<file path="src/rtl/corelet_pkg.sv">
// Shared types and constants for the corelet sequencer: FSM states, inst bit
// positions and the SFU accumulate latency.
package corelet_pkg;

  typedef enum logic [2:0] {
    IDLE  = 3'd0,
    WLD   = 3'd1,
    WKRN  = 3'd2,
    FLUSH = 3'd3,
    XLD   = 3'd4,
    EXEC  = 3'd5,
    DRAIN = 3'd6,
    DONE  = 3'd7
  } corelet_state_e;

  localparam int INST_L0_RD = 4;
  localparam int INST_L0_WR = 3;
  localparam int INST_MODE  = 2;
  localparam int INST_EXEC  = 1;
  localparam int INST_WLOAD = 0;

  localparam int SFU_LAT = 3;

  function automatic int max_int(input int a, input int b);
    return (a > b) ? a : b;
  endfunction

endpackage

</file>
<file path="src/rtl/ctrl_delay_line.sv">
// N-stage {valid, addr} shift register with synchronous active-low reset.
// Used to align L0 writes and psum writes with upstream read latencies.
module ctrl_delay_line #(
  parameter int N  = 1,
  parameter int AW = 8
) (
  input  logic          clk,
  input  logic          reset,
  input  logic          in_valid,
  input  logic [AW-1:0] in_addr,
  output logic          out_valid,
  output logic [AW-1:0] out_addr
);

  logic [N-1:0]  v_q;
  logic [AW-1:0] a_q [N];

  always_ff @(posedge clk) begin
    if (!reset) begin
      v_q <= '0;
      for (int i = 0; i < N; i++) a_q[i] <= '0;
    end else begin
      v_q[0] <= in_valid;
      a_q[0] <= in_addr;
      for (int i = 1; i < N; i++) begin
        v_q[i] <= v_q[i-1];
        a_q[i] <= a_q[i-1];
      end
    end
  end

  assign out_valid = v_q[N-1];
  assign out_addr  = a_q[N-1];

endmodule

</file>
<file path="src/rtl/corelet_ctrl.sv">
// Corelet sequencer: per kij loads weights, runs activations and drains the
// OFIFO into psum SRAM. Optional perf counters under CORELET_CTRL_PERF_CNT_EN.
module corelet_ctrl
  import corelet_pkg::*;
#(
  parameter int row     = 8,
  parameter int col     = 8,
  parameter int len     = 36,
  parameter int num_kij = 9,
  parameter int xaddr_w = 11,
  parameter int paddr_w = 11,
  parameter int flush   = 16
) (
  input  logic               clk,
  input  logic               reset,
  input  logic               start,
  input  logic               mode_in,
  input  logic               ofifo_valid,
  output logic [4:0]         inst,
  output logic               xmem_cen,
  output logic [xaddr_w-1:0] xmem_addr,
  output logic               pmem_cen,
  output logic [paddr_w-1:0] pmem_raddr,
  output logic               pmem_wen,
  output logic [paddr_w-1:0] pmem_waddr,
  output logic               ofifo_rd,
  output logic               sfu_en,
  output logic               busy,
  output logic               done,
  output corelet_state_e     state_dbg
`ifdef CORELET_CTRL_PERF_CNT_EN
  ,
  output logic [31:0]        cyc_cnt,
  output logic [31:0]        stall_cnt
`endif
);

  localparam int CNT_W = $clog2(max_int(max_int(row, col), max_int(flush, len))) + 1;
  localparam int PW    = $clog2(len) + 1;
  localparam int KW    = $clog2(num_kij) + 1;

  localparam logic [CNT_W-1:0] COL_LAST   = CNT_W'(col - 1);
  localparam logic [CNT_W-1:0] FLUSH_LAST = CNT_W'(flush - 1);
  localparam logic [CNT_W-1:0] LEN_LAST   = CNT_W'(len - 1);
  localparam logic [PW-1:0]    P_END      = PW'(len);
  localparam logic [PW-1:0]    P_LAST     = PW'(len - 1);
  localparam logic [KW-1:0]    KIJ_LAST   = KW'(num_kij - 1);

  corelet_state_e     state_q, state_d;
  logic [CNT_W-1:0]   cnt_q;
  logic [KW-1:0]      kij_q;
  logic               mode_q;
  logic [xaddr_w-1:0] wbase_q;
  logic [PW-1:0]      p_q, w_q;

  logic               xrd, l0_wr_q, unused_l0_addr;
  logic               acc, pop, wr_fire, last_wr;
  logic               wr1_v, wr3_v;
  logic [paddr_w-1:0] wr1_a, wr3_a;

  assign xrd     = (state_q == WLD) || (state_q == XLD);
  assign acc     = (kij_q != '0);
  assign pop     = (state_q == DRAIN) && ofifo_valid && (p_q != P_END);
  assign wr_fire = (state_q == DRAIN) && (acc ? wr3_v : wr1_v);
  assign last_wr = wr_fire && (w_q == P_LAST);

  // Input SRAM has one cycle of read latency, so l0_wr trails the read enable.
  ctrl_delay_line #(.N(1), .AW(1)) u_l0_shadow (
    .clk(clk), .reset(reset), .in_valid(xrd), .in_addr(1'b0),
    .out_valid(l0_wr_q), .out_addr(unused_l0_addr)
  );

  // Direct path writes one cycle after the pop; accumulate path waits for the SFU.
  ctrl_delay_line #(.N(1), .AW(paddr_w)) u_wr_direct (
    .clk(clk), .reset(reset), .in_valid(pop), .in_addr(paddr_w'(p_q)),
    .out_valid(wr1_v), .out_addr(wr1_a)
  );

  ctrl_delay_line #(.N(SFU_LAT), .AW(paddr_w)) u_wr_acc (
    .clk(clk), .reset(reset), .in_valid(pop), .in_addr(paddr_w'(p_q)),
    .out_valid(wr3_v), .out_addr(wr3_a)
  );

  assign pmem_wen   = ~wr_fire;
  assign pmem_waddr = acc ? wr3_a : wr1_a;
  assign state_dbg  = state_q;

  always_comb begin
    state_d    = state_q;
    inst       = '0;
    xmem_cen   = 1'b1;
    xmem_addr  = '0;
    pmem_cen   = 1'b1;
    pmem_raddr = '0;
    ofifo_rd   = 1'b0;
    sfu_en     = 1'b0;
    busy       = 1'b0;
    done       = 1'b0;
    case (state_q)
      IDLE: if (start) state_d = WLD;
      WLD: begin
        busy            = 1'b1;
        xmem_cen        = 1'b0;
        xmem_addr       = wbase_q + xaddr_w'(cnt_q);
        inst[INST_MODE] = mode_q;
        if (cnt_q == COL_LAST) state_d = WKRN;
      end
      WKRN: begin
        busy             = 1'b1;
        inst[INST_L0_RD] = 1'b1;
        inst[INST_WLOAD] = 1'b1;
        inst[INST_MODE]  = mode_q;
        if (cnt_q == COL_LAST) state_d = FLUSH;
      end
      FLUSH: begin
        busy = 1'b1;
        if (cnt_q == FLUSH_LAST) state_d = XLD;
      end
      XLD: begin
        busy            = 1'b1;
        xmem_cen        = 1'b0;
        xmem_addr       = xaddr_w'(cnt_q);
        inst[INST_MODE] = mode_q;
        if (cnt_q == LEN_LAST) state_d = EXEC;
      end
      EXEC: begin
        busy             = 1'b1;
        inst[INST_L0_RD] = 1'b1;
        inst[INST_EXEC]  = 1'b1;
        inst[INST_MODE]  = mode_q;
        if (cnt_q == LEN_LAST) state_d = DRAIN;
      end
      DRAIN: begin
        busy            = 1'b1;
        inst[INST_MODE] = mode_q;
        sfu_en          = acc;
        ofifo_rd        = pop;
        if (acc && pop) begin
          pmem_cen   = 1'b0;
          pmem_raddr = paddr_w'(p_q);
        end
        if (last_wr) state_d = (kij_q == KIJ_LAST) ? DONE : WLD;
      end
      DONE: begin
        done    = 1'b1;
        state_d = IDLE;
      end
      default: state_d = IDLE;
    endcase
    inst[INST_L0_WR] = l0_wr_q;
  end

  always_ff @(posedge clk) begin
    if (!reset) begin
      state_q <= IDLE;
      cnt_q   <= '0;
      kij_q   <= '0;
      mode_q  <= 1'b0;
      wbase_q <= '0;
      p_q     <= '0;
      w_q     <= '0;
    end else begin
      state_q <= state_d;
      // Phase counter restarts on every state change.
      if ((state_d == state_q) &&
          (state_q inside {WLD, WKRN, FLUSH, XLD, EXEC}))
        cnt_q <= cnt_q + 1'b1;
      else
        cnt_q <= '0;
      if (state_q == IDLE && start) begin
        mode_q  <= mode_in;
        kij_q   <= '0;
        wbase_q <= xaddr_w'(len);
      end
      if (pop) p_q <= p_q + 1'b1;
      if (wr_fire) w_q <= w_q + 1'b1;
      if (last_wr) begin
        p_q     <= '0;
        w_q     <= '0;
        kij_q   <= kij_q + 1'b1;
        wbase_q <= wbase_q + xaddr_w'(col);
      end
    end
  end

`ifdef CORELET_CTRL_PERF_CNT_EN
  always_ff @(posedge clk) begin
    if (!reset || (state_q == IDLE && start)) begin
      cyc_cnt   <= '0;
      stall_cnt <= '0;
    end else begin
      if (busy) cyc_cnt <= cyc_cnt + 1'b1;
      if (state_q == DRAIN && !ofifo_valid) stall_cnt <= stall_cnt + 1'b1;
    end
  end
`endif

endmodule

</file>
<file path="config.mk">
export PLATFORM = sky130hd
export DESIGN_NAME = corelet_ctrl
export DESIGN_NICKNAME = d
export VERILOG_FILES = /design/src/rtl/corelet_pkg.sv /design/src/rtl/ctrl_delay_line.sv /design/src/rtl/corelet_ctrl.sv
export SDC_FILE = /design/constraint.sdc
export NUM_CORES = 1
export LEC_CHECK = 0
export BUFFER_PORTS_ARGS = -buffer_cell sky130_fd_sc_hd__buf_2
export CORE_MARGIN = 1
export CORE_UTILIZATION = 41
export CTS_CLUSTER_DIAMETER = 30
export DETAILED_ROUTE_END_ITERATION = 10
export PLACE_DENSITY = 0.65
export SLEW_MARGIN = 10
export SYNTH_ARGS = -nofsm -noshare
export SYNTH_HDL_FRONTEND = slang
export SYNTH_HIERARCHICAL = 1
export SYNTH_SLANG_ARGS = --single-unit
</file>
<file path="constraint.sdc">
create_clock -name clk -period 1.85 [get_ports clk]
set_input_delay 0.2775 -clock clk [delete_from_list [all_inputs] [get_ports clk]]
set_output_delay 0.2775 -clock clk [all_outputs]
set_load 0.01 [all_outputs]
</file>
==> results.md <==
* Status: complete, but fails checks
* Failing checks: negative setup slack
* Die Y at between 100 and 150 um
* DR iter-0 viols at between 150 and 200
* CP required at about 1.6 ns
* Placed cells at 650
* Setup repair after global routing missed its margin: true
* Hold path depth at 3
* CP max-delay cell: or4_4
* First-pass GRT wire length at around 15000 um
* Buf/Inv on CP at 1
* Grt met3 use at 3.33%
* Switching Power at 0.000919 W
* Post-DP HPWL at 6360 um
* Final hold viol count at 0
* Nets at ~580
* H-tree depth at 3
* PwrDens at 606 mW/mm^2
* Num ports at between 50 and 60
* Worst IR Drop VDD at 0.367 mV
* Root buf cell: clkbuf_8
* Min-Delay Path Class: input pin to register
* Largest delay share family, worst path: simple AND/OR/NAND/NOR gates
* Total routed wirelength at between 10000 and 15000 um
* Clk Latency, worst-skew pair at about 0.36 ns
* FP Rows at 35
* Mean Syn Cell Area at about 9.3 sq um
* Synth warnings at 6
* Routed len/inst at between 10 and 15 um
* Total CTS buffers at 9
* Initial Utilization at 42.7%
* Final Cycle Share at 127%
* R2R cell count at 9
* Max-slew violations at 0
* Die width at about 100 um
* P_leak at roughly 2.5 nW
* Post-layout minimum cycle time at around 2.4 ns
* Max Buffers Root-to-Sink at 2
* Diode count at 0
* Design Power at roughly 0.0037 W
* Clk pwr share at 38.1%
* Post-route DRC at 0
* Critical path endpoint category: output pin
* Layer with the highest usage: met2
* Critical path peak fanout at 4
* Vias in the first global route at around 3100
* Area growth syn-to-layout at 51.2%
* Drt first pass iters at 4
* Logic pwr share at 9.0%
* ANT nets after route at 0
* Final setup fails at 57
* Share of layout cells above drive strength 1 at approximately 57%
* Levels on crit path at 7
* Setup ws final at -0.502 ns
* Clk slew on worst S/H paths at approximately 0.09 ns
* IO Port Bufs at 48
* Setup CP Type: register to output pin
* Fmax at ~0.43 GHz
* Total track usage at just under 20%
* M1 GR Usage at 25.1%
* Final cell count without fillers at roughly 700
* Worst-path cell chain: ha_4, a21oi_4, o21bai_4, a211oi_4, or4_4, a21oi_2, buf_2
* Initial antenna violation count at 0
* Final Util at approximately 65%
* Seq pwr share at 52.9%
* Crit path DAT at ~2.1 ns
* CTS Hold Buffers Added at 0
* Skew final at 0.0116 ns
* Crit start category: register
* Clock Sinks at a little under 90
* Sw frac at 25.2%
* Design internal power at ~0.0027 W
* Syn Inst Count at between 400 and 500
* Setup WS pre-CTS at -0.194 ns
* GRT Residual Overflow at 0
* Largest net degree at the start of global routing at 42
* GP Congestion at roughly 0.87
* Largest stage delay on the critical path at between 0.5 and 0.6 ns
* Core ar. at a little over 0.009 sq mm
* Max cap viols at 0
* Grt met2 use at ~33%
* Die ar. at 0.0101 sq mm
* Via count at between 3000 and 4000
* Vias/cell at ~5
* Post-Syn Area at roughly 0.0040 sq mm
* CTS tree: yes
==> routing by layer <==
layer  part of all wire (%)  routed length (um)
met5                      0                   0
met4                    2.5                 248
met3                    3.7                 373
met2                     49                4970
met1                     45                4500
==> worst reg2reg max path, stage by stage (launching register included) <==
cell and delay, ns:
dfxtp_2 0.34, inv_2 0.04, ha_4 0.15, nor4b_4 0.12
buf_6 0.14, mux2i_4 0.20, buf_6 0.14, and2_4 0.20
or4_4 0.50, a21boi_1 0.16
==> power by group through the flow <==
stage	sequential [W]	clock, W	combinational [W]
6_report	0.00193	0.00139	0.000329
5_1_grt	0.00194	0.00153	0.000355
4_1_cts	0.00193	0.00143	0.000274
3_5_place_dp	0.00198	0	0.000244
3_3_place_gp	0.00198	0	0.000241
2_1_floorplan	0.00198	0	0.000153
==> what timing repair did <==
item | in CTS | in global routing
gates cloned | 1 | 0
pin swaps | 29 | 42
resized for setup | 69 | 86
buffers inserted | 14 | 20
setup endpoints to repair | 46 | 72
==> state kept, by name (all words and copies together) (netlist names) <==
name and count:
kij_q 5, u_l0_shadow/out_valid 1, u_wr_acc/a_q 33, w_q 7
cnt_q 7, state_dbg 3, p_q 7, u_wr_acc/v_q 3
u_wr_direct/a_q 11, mode_q 1, u_wr_direct/out_valid 1, wbase_q 9
==> layout make-up <==
cell class	instances	area, sq um
flip-flops and latches	88	1790
multi-input cells	307	2560
fillers	723	3300
repair buffers	147	1250
well taps	129	161
clock buffers	9	124
clock inverters	7	83.8
inverters	12	53.8
==> path summary, 6_finish.rpt <==
path / start / end / slack, ns
worst max-delay path: cnt_q[3] / xmem_addr[10] / -0.50
worst min-delay path: mode_in / mode_q / 0.20
worst min register to register: u_wr_acc/v_q[0] / u_wr_acc/v_q[1] / 0.45
worst max register to register: kij_q[0] / cnt_q[1] / -0.22
==> cell usage in the layout (no fill, tap or decap), drive strengths merged, types with 4 or more instances in the layout <==
cell,count
mux2,12
nand4,6
nor2,40
nand3,19
buf,147
nand2,23
ha,12
dfxtp,88
nand4b,4
o21ai,5
o31ai,4
and3,5
nor3,6
xor2,18
xnor2,9
conb,12
a21oi,23
clkbuf,9
inv,15
and2,57
or4,4
==> through the flow <==
step                      hold slack (ns)  cell area [sq um]  TNS (ns)
after CTS                           0.175               5520     -8.51
after global placement              0.423               4910    -0.402
after global routing                0.208               6030    -14.61
after floorplan                     0.399               4240    -0.623
after detailed placement            0.432               4910    -0.847
final                               0.197               6030     -9.81
Note: power is estimated with default switching activity, not from simulation.
